File: config.mk
export PLATFORM = sky130hd
export DESIGN_NAME = ms7210_init_seq
export DESIGN_NICKNAME = d
export VERILOG_FILES = /design/src/rtl/ms7210_init_seq.sv
export SDC_FILE = /design/constraint.sdc
export NUM_CORES = 1
export LEC_CHECK = 0
export BUFFER_PORTS_ARGS = -buffer_cell sky130_fd_sc_hd__buf_2
export CORE_MARGIN = 4
export CORE_UTILIZATION = 55
export CTS_CLUSTER_DIAMETER = 40
export CTS_CLUSTER_SIZE = 28
export DETAILED_ROUTE_END_ITERATION = 8
export GPL_ROUTABILITY_DRIVEN = 0
export PLACE_DENSITY_LB_ADDON = 0.25
export SYNTH_ARGS = -nofsm -noshare
export SYNTH_HDL_FRONTEND = slang
export SYNTH_SLANG_ARGS = --single-unit
File: constraint.sdc
create_clock -name clk -period 6.18 [get_ports clk]
set_input_delay 0.618 -clock clk [delete_from_list [all_inputs] [get_ports clk]]
set_output_delay 0.618 -clock clk [all_outputs]
set_load 0.05 [all_outputs]
File: src/rtl/ms7210_init_seq.sv
// MS7210 HDMI transmitter power-up sequencer: hardware reset pulse, settle
// wait, then a table-driven walk of I2C register writes with retry on NACK.
module ms7210_init_seq #(
    parameter int         RST_HOLD_CYC = 50000,
    parameter int         RST_WAIT_CYC = 500000,
    parameter int         DLY_UNIT_CYC = 50000,
    parameter int         TBL_LEN      = 64,
    parameter int         IDX_W        = 8,
    parameter logic [6:0] DEV_ADDR     = 7'h59,
    parameter int         MAX_RETRY    = 3
) (
    input  logic             clk,
    input  logic             rst_n,
    input  logic             restart,
    output logic             rstn_out,
    output logic [IDX_W-1:0] tbl_idx,
    input  logic [23:0]      tbl_data,
    output logic             i2c_req,
    output logic [6:0]       i2c_dev_addr,
    output logic [15:0]      i2c_reg_addr,
    output logic [7:0]       i2c_wdata,
    input  logic             i2c_done,
    input  logic             i2c_nack,
    output logic             init_over,
    output logic             init_err
);

    localparam int RST_MAX = (RST_HOLD_CYC > RST_WAIT_CYC) ?
                             RST_HOLD_CYC : RST_WAIT_CYC;
    localparam int RCNT_W  = $clog2(RST_MAX + 1);
    localparam int DCNT_W  = $clog2(255 * DLY_UNIT_CYC + 1);
    localparam int RTRY_W  = $clog2(MAX_RETRY + 1);

    typedef enum logic [3:0] {
        S_RST_HOLD,
        S_RST_WAIT,
        S_FETCH,
        S_LOAD,
        S_WRITE,
        S_GAP,
        S_DELAY,
        S_NEXT,
        S_DONE,
        S_ERROR
    } state_t;

    state_t            r_state;
    logic [RCNT_W-1:0] r_rst_cnt;
    logic [DCNT_W-1:0] r_dly_cnt;
    logic [RTRY_W-1:0] r_retry;

    logic [RTRY_W-1:0] w_retry_nxt;
    logic              w_is_delay;
    logic              w_last_idx;

    assign i2c_dev_addr = DEV_ADDR;
    assign w_retry_nxt  = r_retry + RTRY_W'(1);
    assign w_is_delay   = (tbl_data[23:8] == 16'hFFFF);
    assign w_last_idx   = (tbl_idx == IDX_W'(TBL_LEN - 1));

    always_ff @(posedge clk or negedge rst_n) begin
        if (!rst_n) begin
            r_state      <= S_RST_HOLD;
            r_rst_cnt    <= '0;
            r_dly_cnt    <= '0;
            r_retry      <= '0;
            rstn_out     <= 1'b0;
            tbl_idx      <= '0;
            i2c_req      <= 1'b0;
            i2c_reg_addr <= '0;
            i2c_wdata    <= '0;
            init_over    <= 1'b0;
            init_err     <= 1'b0;
        end else begin
            unique case (r_state)
                S_RST_HOLD: begin
                    rstn_out <= 1'b0;
                    if (r_rst_cnt == RCNT_W'(RST_HOLD_CYC - 1)) begin
                        r_rst_cnt <= '0;
                        rstn_out  <= 1'b1;
                        r_state   <= S_RST_WAIT;
                    end else begin
                        r_rst_cnt <= r_rst_cnt + RCNT_W'(1);
                    end
                end
                S_RST_WAIT: begin
                    if (r_rst_cnt == RCNT_W'(RST_WAIT_CYC - 1)) begin
                        r_rst_cnt <= '0;
                        tbl_idx   <= '0;
                        r_state   <= S_FETCH;
                    end else begin
                        r_rst_cnt <= r_rst_cnt + RCNT_W'(1);
                    end
                end
                S_FETCH: r_state <= S_LOAD;
                S_LOAD: begin
                    if (w_is_delay) begin
                        r_dly_cnt <= DCNT_W'(tbl_data[7:0]) *
                                     DCNT_W'(DLY_UNIT_CYC);
                        r_state   <= (tbl_data[7:0] == 8'd0) ?
                                     S_NEXT : S_DELAY;
                    end else begin
                        i2c_reg_addr <= tbl_data[23:8];
                        i2c_wdata    <= tbl_data[7:0];
                        r_retry      <= '0;
                        i2c_req      <= 1'b1;
                        r_state      <= S_WRITE;
                    end
                end
                S_WRITE: begin
                    if (i2c_done) begin
                        i2c_req <= 1'b0;
                        if (!i2c_nack) begin
                            r_state <= S_NEXT;
                        end else begin
                            r_retry <= w_retry_nxt;
                            if (w_retry_nxt == RTRY_W'(MAX_RETRY)) begin
                                init_err <= 1'b1;
                                r_state  <= S_ERROR;
                            end else begin
                                r_state  <= S_GAP;
                            end
                        end
                    end
                end
                S_GAP: begin
                    i2c_req <= 1'b1;
                    r_state <= S_WRITE;
                end
                S_DELAY: begin
                    if (r_dly_cnt <= DCNT_W'(1)) begin
                        r_state <= S_NEXT;
                    end else begin
                        r_dly_cnt <= r_dly_cnt - DCNT_W'(1);
                    end
                end
                S_NEXT: begin
                    if (w_last_idx) begin
                        init_over <= 1'b1;
                        r_state   <= S_DONE;
                    end else begin
                        tbl_idx <= tbl_idx + IDX_W'(1);
                        r_state <= S_FETCH;
                    end
                end
                S_DONE, S_ERROR: begin
                    // Rerun repeats the chip reset pulse as well.
                    if (restart) begin
                        init_over <= 1'b0;
                        init_err  <= 1'b0;
                        tbl_idx   <= '0;
                        rstn_out  <= 1'b0;
                        r_rst_cnt <= '0;
                        r_state   <= S_RST_HOLD;
                    end
                end
                default: r_state <= S_RST_HOLD;
            endcase
        end
    end

endmodule

# Word-level counts from Yosys, hierarchy flattened
# Index checks and enable logic that the tools add are counted.
totals:
  regBits: 85
  word_cells: 103
  in_bits: 29
op_classes:
  eq_ne: 26
  n_bitwise: 1
  mul: 1
  n_mux: 38
  order_cmp: 1
  reduce_logical: 21
  addsub: 4
op_table:
  columns: ["cell", "n"]
  rows:
  - ["$mux W19", 3]
  - ["$pmux W19 S3", 1]
  - ["$mux W24", 2]
  - ["$pmux W24 S2", 1]
  - ["$pmux W4 S9", 1]
  - ["$mux W4", 8]
  - ["$le A24 B1 Y1 const B", 1]
  - ["$mux W8", 3]
  - ["$ne A2 B2 Y1 const B", 12]
  - ["$pmux W8 S3", 1]
  - ["$sub A24 B1 Y24 const B", 1]
  - ["$mul A8 B12 Y20 const B", 1]
  - ["$add A19 B1 Y19 const B", 1]
  - ["$eq A19 B16 Y1 const B", 1]
  - ["$eq A19 B19 Y1 const B", 1]
  - ["$eq A16 B16 Y1 const B", 1]
  - ["$eq A4 B3 Y1 const B", 4]
  - ["$reduce_and A5 Y1", 2]
  - ["$reduce_bool A2 Y1", 5]
  - ["$mux W1", 9]
  - ["$reduce_and A3 Y1", 3]
  - ["$reduce_bool A3 Y1", 3]
  - ["$add A8 B1 Y8 const B", 1]
  - ["$eq A4 B2 Y1 const B", 2]
  - ["15 further kinds", 24]

# Logic depth before layout (Yosys ltp)
depth:
  ltp_word: 6
  ltp_mapped: 13
  mapped_depth_nobuf: 13

# Least setup slack after synthesis
# OpenSTA, ideal clock, no wires.
synth_path:
  path_type: "input port to flip-flop"
  startpoint: "in tbl_data[2]"
  endpoint: "reg r_dly_cnt[20]"
  path_stages: 13
  arrival_time_ns: 3.725
  path_buffers: 0
  setup_ns: 0.142
  path_slack_ns: 2.313
  cell_sequence: "ha_1 ha_1 inv_1 fa_1 inv_1 fa_1 ha_1 nor2b_1 o31a_1 o31a_1 a41o_1 xnor2_1 o221ai_1"
synth_via:
  elab_chain_len: 3
synth_lines:
  columns: ["element", "line_no", "rtl"]
  rows:
  - ["from (decl)", "17", "input logic [23:0] tbl_data,"]
  - ["$mul A8 B12 Y20", "98", "r_dly_cnt <= DCNT_W'(tbl_data[7:0]) *"]
  - ["$mux W24", "97", "if (w_is_delay) begin"]
  - ["$pmux W24 S2", "75", "unique case (r_state)"]
  - ["to (signal assigned)", "98", null]
  - ["to (signal assigned)", "134", "r_dly_cnt <= r_dly_cnt - DCNT_W'(1);"]
  - ["to (decl)", "49", "logic [DCNT_W-1:0] r_dly_cnt;"]
# Every way passes these cells. The select of a mux whose other input is x is not followed.
# A chain may end at the register's enable or synchronous reset.

# Worst setup path in the final report
layout_path:
  startpoint: "in tbl_data[2]"
  endpoint: "reg r_dly_cnt[16]"
# The elaborated chain is that of the path after synthesis.

==> out/results.ini <==
[clocking]
cts.htree.levels = 3
clock-root-buffer = clkbuf_8
post_cts_buffers = 0
clock-sinks = 85
path_clk_slew_ps = 90
numCtsBuffers = 9
ctsHoldBuffers = 0
clk_path_buf_depth = 2
insertion_delay_ps = 370
cts.repair.resized = 0
cts_tree = built

[synthesis]
seq_area_frac_synth_pct = 35.3
synth_seq_cells = 85
synth_edf_count = 0
yosysWarningCount = 0
yosysUniqueCellTypes = 74
async_reset_ff_share_pct = 100
netlist_area_mm2 = 0.00603
ys.flop_type = dfrtp_1
synth_cells = 634
postSynthAreaPerCell_um2 = 9.50

[critical_path]
crit_family = adder cells
reg2reg_depth = 4
end_kind = register
critical_path.startpoint_type = primary input
cp.depth = 14
path_cells = buf_2, ha_1, ha_1, inv_1, fa_1, inv_1, fa_1, ha_1, nor2b_1, o31a_1, o31a_1, a21boi_0, xor2_1, o221ai_1
required_ps = 6420
arrival_ps = 4100
cpPeakStageDelay_ps = 490
crit_slowest_cell = fa_1
critical_path_class = in -> reg
critPathMaxFanout = 6
critPathBufInv = 3
crit_top_cell = ha_1

[layout]
fill_cells = 860
nNetsFinal = 793
instances_no_fill = 831
drive_gt1_share_pct = 18.0
final_cell_mix = dfrtp_1 (85), nor2_1 (70), buf_2 (63)
diodes = 0
area_growth_pct = 9.68
final_common_cell = dfrtp_1

[drt]
routed_via_density = 6.12
drt_iter0_drc = 360
vias = 5088
drc_errors = 0
wl_per_cell_um = 16.8
drt-total-wl_um = 14000
detail-route-antenna-nets = 0
first_pass_iters = 5

[floorplan]
initial_core_util_pct = 57.3
chipHeight_um = 113
placementRows = 37
core_area_mm2 = 0.0105
io_pins = 72
die-area_mm2 = 0.0127
die_w_um = 113

[global_routing]
track_usage_pct = 22.8
overflow = 0
use_met2_pct = 36.0
top_usage_layer = met2
grt_max_degree = 86
grt_pass1_vias = 5098
grtUsageMet1_pct = 31.2
antenna_found_initial = 0
use_met3_pct = 3.67
grt_pass1_wl_um = 24000

[place]
io_buffer_count = 64
dp_hpwl_um = 10400
placedCellCount = 816

[run]
max_cap_violations = 0

[sta]
drv_slew = 0
hold_viol_final = 0
layout_min_cycle_time_ps = 3860
tightest_slew_ps = 1270
fin_tns_setup_ps = 0
finalSetupViolCount = 0
rsz0062_at_grt = false
slew_headroom_pct = 14.9
fmax_mhz = 259
period_share_pct = 62.4
finClkSkew_ps = 9.73

[power_and_ir_drop]
max-vdd-ir-drop_v = 0.000351
p_leak_nw = 3.02
power_density_mw_per_mm2 = 436

[run_status]
status = completed

[worst_hold_path]
hold_class = in -> async

cells in the mapped netlist (all sizes together) (5+ instances only):
cell | n | area share, %
o21a | 8 | 1.0
a22o | 5 | 0.75
nand2 | 32 | 2.0
a211oi | 5 | 0.62
nor2b | 8 | 0.83
nor3b | 6 | 0.83
fa | 12 | 4.0
mux2 | 25 | 4.7
or3 | 5 | 0.60
inv | 27 | 1.7
and3 | 8 | 0.83
xnor2 | 11 | 1.6
dfrtp | 85 | 35
o21ai | 49 | 4.1
nor4 | 9 | 1.0
clkbuf | 13 | 0.83
nor3 | 12 | 1.0
nand4 | 15 | 1.6
o31ai | 8 | 1.2
a31oi | 7 | 0.73
ha | 61 | 13
a21oi | 36 | 3.0
buf | 14 | 1.6
xor2 | 17 | 2.5
nand3 | 16 | 1.3
nor2 | 70 | 4.4
report_power, final:
group	switching [mW]	internal [mW]	total, mW
combinational	1.02	0.550	1.57
clock	0.209	0.186	0.396
sequential	0.175	0.739	0.914
total	1.40	1.48	2.88
area by class of cell:
type | instances | area, um2 | share of cell area [%]
Multi-Input combinational cell | 500 | 3670 | 55.5
Sequential cell | 85 | 2130 | 32.2
Timing Repair Buffer | 68 | 353 | 5.34
Tap cell | 136 | 170 | 2.57
Clock buffer | 10 | 128 | 1.93
Inverter | 27 | 101 | 1.53
Clock inverter | 5 | 60.1 | 0.909
state kept, by name, summed over array words and instances (netlist names):
signal / count
i2c_reg_addr: 16
rstn_out: 1
init_err: 1
r_dly_cnt: 24
r_rst_cnt: 19
init_over: 1
tbl_idx: 8
i2c_wdata: 8
r_retry: 2
r_state: 4
i2c_req: 1
stage by stage:
step | setup WS (ps) | utilization, % | hold slack [ps] | power (mW) | cell area (um2)
after floorplan | 2310 | - | 322 | 2.12 | 6040
after global placement | 2030 | 61.1 | 484 | 2.42 | 6420
after detailed placement | 1930 | 61.1 | 489 | 2.48 | 6420
after CTS | 2320 | 62.9 | 447 | 2.88 | 6610
after global routing | 2130 | 62.9 | 453 | 3.10 | 6610
final | 2320 | 62.9 | 437 | 2.88 | 6610
kinds of logic (layout without fill, tap and decap cells):
| group | count (synthesis) | in the layout | share of synthesized area, % |
|---|---|---|---|
| xor+xnor | 28 | 28 | 4.07 |
| compound gates | 155 | 155 | 16.5 |
| mux | 26 | 26 | 4.90 |
| other cells | 2 | 7 | 0.125 |
| fa+ha+maj | 73 | 73 | 16.7 |
| simple gates | 211 | 211 | 18.3 |
| buf+inv | 54 | 110 | 4.15 |
| flops | 85 | 85 | 35.3 |
layer usage:
metal,vias up,part of all wire (%)
met1,2462,45
met3,30,5.8
met5,-,0
met2,187,47
met4,0,2.3
li1,2409,-
final timing paths:
path | to | slack, ps | start
max in group asynchronous | i2c_reg_addr[12]$_DFFE_PN0P_ | 5050 | rst_n
worst min register to register | i2c_wdata[1]$_DFFE_PN0P_ | 510 | i2c_wdata[1]$_DFFE_PN0P_
worst max-delay path | r_dly_cnt[16]$_DFFE_PN0P_ | 2320 | tbl_data[2]
min in group clk | i2c_req$_DFFE_PN0P_ | 460 | i2c_done
worst max register to register | i2c_reg_addr[6]$_DFFE_PN0P_ | 2830 | r_state[0]$_DFFE_PN0P_
worst min-delay path | r_dly_cnt[11]$_DFFE_PN0P_ | 440 | rst_n
Power figures use the tool's default switching activity.
